--- config.mk ---
export PLATFORM = sky130hd
export DESIGN_NAME = regfile
export DESIGN_NICKNAME = d
export VERILOG_FILES = /design/src/rtl/regfile_pkg.sv /design/src/rtl/regfile.sv
export SDC_FILE = /design/constraint.sdc
export NUM_CORES = 1
export LEC_CHECK = 0
export ABC_CLOCK_PERIOD_IN_PS = 2800
export BUFFER_PORTS_ARGS = -buffer_cell sky130_fd_sc_hd__buf_2
export CORE_UTILIZATION = 59
export CTS_CLUSTER_SIZE = 10
export DETAILED_ROUTE_END_ITERATION = 6
export PLACE_DENSITY = 0.8
export SETUP_SLACK_MARGIN = 0.02
export SLEW_MARGIN = 20
export SYNTH_ARGS = -nofsm -noshare
export SYNTH_HDL_FRONTEND = slang
export SYNTH_SLANG_ARGS = --single-unit
--- constraint.sdc ---
create_clock -name clk -period 2.8 [get_ports clk]
set_input_delay 0.14 -clock clk [delete_from_list [all_inputs] [get_ports clk]]
set_output_delay 0.14 -clock clk [all_outputs]
set_load 0.01 [all_outputs]
--- src/rtl/regfile_pkg.sv ---
// Shared defines for the register file: bus widths, register count,
// enable polarities and the read-port selection rule.
package regfile_pkg;

  localparam int RegBus       = 16;
  localparam int RegAddrBus   = 4;
  localparam int RegNum       = 16;
  localparam int NumReadPorts = 2;

  localparam logic [RegBus-1:0] ZeroWord    = '0;
  localparam logic              WriteEnable = 1'b1;
  localparam logic              ReadEnable  = 1'b1;

  // Reset, a disabled port and r0 all outrank the write bypass.
  function automatic logic [RegBus-1:0] read_port(
    input logic                  rst,
    input logic                  re,
    input logic [RegAddrBus-1:0] raddr,
    input logic                  bypass_hit,
    input logic [RegBus-1:0]     wdata,
    input logic [RegBus-1:0]     stored
  );
    if (rst || (re != ReadEnable) || (raddr == '0)) begin
      return ZeroWord;
    end
    if (bypass_hit) begin
      return wdata;
    end
    return stored;
  endfunction

endpackage

--- src/rtl/regfile.sv ---
// 16 x 16-bit register file, one write port and two combinational read ports.
// Optional same-cycle write-to-read bypass is enabled with macro REGFILE_BYPASS_EN.
module regfile
  import regfile_pkg::*;
(
  input  logic                  clk,
  input  logic                  rst,
  input  logic                  we,
  input  logic [RegAddrBus-1:0] waddr,
  input  logic [RegBus-1:0]     wdata,
  input  logic                  re1,
  input  logic [RegAddrBus-1:0] raddr1,
  output logic [RegBus-1:0]     rdata1,
  input  logic                  re2,
  input  logic [RegAddrBus-1:0] raddr2,
  output logic [RegBus-1:0]     rdata2
);

`ifdef REGFILE_BYPASS_EN
  localparam logic BypassEn = 1'b1;
`else
  localparam logic BypassEn = 1'b0;
`endif

  logic [RegBus-1:0] regs_reg [RegNum];
  logic [RegNum-1:0] wsel;

  genvar gi;

  // r0 never gets a write select, so it holds the value reset gave it.
  generate
    for (gi = 0; gi < RegNum; gi++) begin : g_wsel
      if (gi == 0) begin : g_r0
        assign wsel[gi] = 1'b0;
      end else begin : g_rn
        assign wsel[gi] = (we == WriteEnable) && (waddr == RegAddrBus'(gi));
      end
    end
  endgenerate

  always_ff @(posedge clk) begin
    for (int i = 0; i < RegNum; i++) begin
      if (rst) begin
        regs_reg[i] <= ZeroWord;
      end else if (wsel[i]) begin
        regs_reg[i] <= wdata;
      end
    end
  end

  logic [NumReadPorts-1:0]                 re_vec;
  logic [NumReadPorts-1:0][RegAddrBus-1:0] raddr_vec;
  logic [NumReadPorts-1:0][RegBus-1:0]     rdata_vec;

  assign re_vec    = {re2, re1};
  assign raddr_vec = {raddr2, raddr1};

  generate
    for (gi = 0; gi < NumReadPorts; gi++) begin : g_rport
      logic bypass_hit;

      assign bypass_hit = BypassEn && (we == WriteEnable) &&
                          (waddr == raddr_vec[gi]) && (waddr != '0);

      assign rdata_vec[gi] = read_port(rst, re_vec[gi], raddr_vec[gi], bypass_hit,
                                       wdata, regs_reg[raddr_vec[gi]]);
    end
  endgenerate

  assign rdata1 = rdata_vec[0];
  assign rdata2 = rdata_vec[1];

endmodule

==> flow_summary.toml, run 1 <==
[yosys]
synthCells = 885
yosysWarnings = 0
ys_ff_latch = 240
synth-seq-area-share_pct = 55.1
synthesis.area_mm2 = 0.0131
synth_fp_nets = 918
synth_cell_types = 32
syn_area_per_cell_um2 = 14.8

[cts]
cts_max_level = 1
postCtsResizedCells = 0
root_buffer = "clkbuf_16"
clk_pin_slew_ns = 0.05
post_cts_buffers = 0
holdBufCountCts = 0
cts_tree = "yes"
cts_buffers = 28
clockBufferDepth = 3
cts_sinks = 240

[worst_setup_path]
cpLargestDelayFamily = "compound AO/OA/AOI/OAI gates"
crit_fanout = 2
endpoint_kind = "output port"
startpoint_type = "flip-flop"
crit_cells = 5
worstPathArrival_ns = 2.29
worstPathRequired_ns = 2.66
crit_path_top_delay_cell = "edfxtp_1"
cpPeakStageDelay_ns = 0.38
crit_type = "reg -> out"
critPathBufInv = 1
path_cells = "mux2_2 -> a221o_1 -> a32oi_1 -> o21ai_0 -> buf_2"

[die]
initial_core_util_pct = 60.1
core_mm2 = 0.0218
fp-row-count = 54
die_w_um = 151
dieArea_mm2 = 0.0228
io_pins = 65
fp.dieH_um = 151

[timing]
hold_slack_ns = 0.0987
worst_pin_slew_ns = 1.09
min_period_ns = 2.43
fmax_mhz = 412
final-hold-violation-count = 0
min_period_over_period_pct = 86.6
final.setup.tns_ns = 0
slew_headroom_pct = 27.2
slew_violations = 0
final-setup-viol-count = 0
grt_setup_unrepaired = "false"

[place]
place.detailed.hpwl_um = 22600
portBuffers = 64
gp_congestion = 0.886

[layout]
largest_register_ff_count = 240
layout_commonest_cell = "and2_1"
fin_nets = 965
area.growth.synth_to_final_pct = 10.8
mostFrequentLayoutCells = "242 x and2_1, 240 x edfxtp_1, 96 x mux4_2"
antenna_cells = 0
drive_gt1_share_pct = 30.4

[drt]
drc = 0
detailedRoute.firstPassIterationCount = 6
ant_nets = 0
drt_iter0_drc = 873
postRouteWirelength_um = 32700
via_per_inst = 6.87
vias = 8352
avgRoutedWirePerCell_um = 26.9

[hold_path]
hold_depth = 2
min_path_type = "in -> reg"

[global_routing]
grt_pass1_vias = 8070
grt_max_degree = 35
grt_usage_pct = 29.5
grt_pass1_wl_um = 48800
grt_overflow = 0
antenna_found_initial = 0

[outcome]
status = "complete, no violations"

[power_and_ir_drop]
leakagePower_nw = 5.07
power.density_mw_per_mm2 = 588
vdd_drop_max_mv = 0.379

[job]
maxCapViolCount = 0
-- cells by family after synthesis --
family	share of synthesized area (%)
AO/OA/AOI/OAI	8.32
multiplexers	19.7
buffers and inverters	3.52
AND/OR/NAND/NOR	13.3
flip-flops	55.1
-- final cells by class --
| type | instances | area, um^2 |
|---|---|---|
| tap | 280 | 350 |
| clock buffer | 30 | 729 |
| clock inverter | 3 | 38.8 |
| multi-input combinational | 554 | 5460 |
| sequential | 240 | 7210 |
| timing repair buffer | 106 | 691 |
| inverter | 2 | 7.51 |
| fill | 1466 | 7270 |
-- synthesized netlist by cell type (all sizes together) --
cell type  instances  area [um^2]
a31o               1         8.76
and2             242         1510
nor2b              5         31.3
inv                2         7.51
a22o               2         17.5
or2                1         6.26
o21bai            12         90.1
nor2              16         60.1
nand2              7         26.3
nor4b              2         38.8
and3b              2         17.5
buf               41          273
a22oi             31          233
mux4              96         2160
edfxtp           240         7210
nand2b             2         12.5
a21o               2         15.0
a221o             30          300
nand3              3         15.0
mux2i              1         10.0
nand3b             1         7.51
o21ai             32          160
nor3               2         10.0
mux2              34          409
clkbuf            48          180
a32oi             30          263
-- power breakdown --
group	internal, mW	total, mW	leakage, nW	switching (mW)
registers	4.18	4.29	2.30	0.109
logic	0.451	1.02	2.40	0.565
clock network	1.90	3.21	0.378	1.31
total	6.53	8.51	5.07	1.98
-- stage by stage --
step	power (mW)	util (%)	setup WS, ns	cell area, um^2	instances
6_report	8.51	66.6	0.374	14500	1215
3_3_place_gp	5.31	63.0	0.586	13700	1182
5_1_grt	8.72	66.6	0.374	14500	1215
2_1_floorplan	4.98	-	1.02	13100	885
4_1_cts	8.50	66.6	0.401	14500	1215
3_5_place_dp	5.34	63.0	0.553	13700	1182
-- routing by layer --
| layer | share of wire, % | wire length [um] | GRT usage (%) | vias up |
|---|---|---|---|---|
| li1 | - | - | - | 3552 |
| met1 | 39 | 12600 | 42.4 | 4238 |
| met2 | 49 | 15900 | 47.5 | 494 |
| met3 | 9.6 | 3130 | 3.58 | 68 |
| met4 | 3.1 | 1010 | 9.00 | 0 |
| met5 | 0 | 0 | 0 | - |
-- worst paths after layout --
| path | from | to |
|---|---|---|
| worst min-delay path | wdata[13] | regs_reg[4][13]$_SDFFCE_PN0P_ |
| worst max-delay path | regs_reg[1][9]$_SDFFCE_PN0P_ | rdata1[9] |
Power figures use the tool's default switching activity.
==> inputs of run 2 (changes only) <==
==> constraint.sdc (replaced) <==
create_clock -name clk -period 2.8 [get_ports clk]
set_input_delay 0.14 -clock clk [delete_from_list [all_inputs] [get_ports clk]]
set_output_delay 0.14 -clock clk [all_outputs]
set_load 0.05 [all_outputs]
==> flow_summary.toml, run 2 (synthesis gave the netlist of run 1 again) <==
[outcome]
status = "complete, no violations"

[timing]
min_period_ns = 2.43
fmax_mhz = 412
grt_setup_unrepaired = "false"
slew_violations = 0
final.setup.tns_ns = 0
setup_slack_ns = 0.374
worst_pin_slew_ns = 0.790
slew_headroom_pct = 47.1
min_period_over_period_pct = 86.6
final-setup-viol-count = 0
final-hold-violation-count = 0
hold_slack_ns = 0.107

[die]
die_w_um = 151
fp-row-count = 54
initial_core_util_pct = 60.1
fp.dieH_um = 151
dieArea_mm2 = 0.0228
core_mm2 = 0.0218
io_pins = 65

[global_routing]
grt_usage_pct = 31.5
grt_overflow = 0
grt_pass1_wl_um = 52200
grt_pass1_vias = 8276
grt_max_degree = 37
antenna_found_initial = 0

[drt]
drc = 0
ant_nets = 0
via_per_inst = 6.94
avgRoutedWirePerCell_um = 28.2
vias = 8475
postRouteWirelength_um = 34400
detailedRoute.firstPassIterationCount = 5
drt_iter0_drc = 1129

[cts]
root_buffer = "clkbuf_16"
cts_tree = "yes"
postCtsResizedCells = 0
holdBufCountCts = 0
post_cts_buffers = 0
cts_buffers = 28
clk_pin_slew_ns = 0.06
clockBufferDepth = 3
cts_sinks = 240
cts_max_level = 1

[worst_setup_path]
cpLargestDelayFamily = "compound AO/OA/AOI/OAI gates"
path_cells = "mux2_2 -> a221o_1 -> a32oi_1 -> o21ai_0 -> buf_2"
worstPathArrival_ns = 2.29
crit_path_top_delay_cell = "edfxtp_1"
cpPeakStageDelay_ns = 0.40
startpoint_type = "flip-flop"
worstPathRequired_ns = 2.66
critPathBufInv = 1
crit_type = "reg -> out"
crit_fanout = 2
endpoint_kind = "output port"

[hold_path]
min_path_type = "in -> reg"

[layout]
postLayoutCellArea_mm2 = 0.0145
mostFrequentLayoutCells = "242 x and2_1, 240 x edfxtp_1, 96 x mux4_2"
largest_register_ff_count = 240
fin_util_pct = 66.7
instances_no_fill = 1222
fillers = 1514
antenna_cells = 0
area.growth.synth_to_final_pct = 11.0
drive_gt1_share_pct = 30.8
fin_nets = 971
layout_commonest_cell = "and2_1"

[place]
dp_slack_ns = 0.457
place_inst = 1188
place_area_mm2 = 0.0138
gp_congestion = 0.926
portBuffers = 64
place.detailed.hpwl_um = 23100

[power_and_ir_drop]
power.density_mw_per_mm2 = 589
vdd_drop_max_mv = 0.325
power_mw = 8.54
leakagePower_nw = 5.10

[job]
maxCapViolCount = 0
-- run 2: path summary, 6_finish.rpt --
kind	startpoint	end	slack (ns)	depth (start not counted)
setup / recovery	regs_reg[3][5]$_SDFFCE_PN0P_	rdata1[5]	0.37	5
hold / removal	wdata[14]	regs_reg[1][14]$_SDFFCE_PN0P_	0.11	2
-- run 2: layer usage --
layer	vias to the layer above	track usage (%)	part of all wire (%)
li1	3570	-	-
met1	4301	45.4	39
met2	548	49.4	48
met3	56	5.87	11
met4	0	8.85	2.6
met5	-	0	0
-- run 2: area by class of cell --
type	instances	area, um^2	share of cell area (%)
multi-input combinational	554	5460	37.6
tap	280	350	2.41
timing repair buffer	112	736	5.07
clock inverter	3	13.8	0.0949
inverter	2	7.51	0.0517
clock buffer	31	733	5.05
sequential	240	7210	49.7
-- run 2: where the power goes --
group,total [mW],switching [mW],internal [mW]
clock network,3.11,1.30,1.82
registers,4.29,0.112,4.18
logic,1.14,0.683,0.454
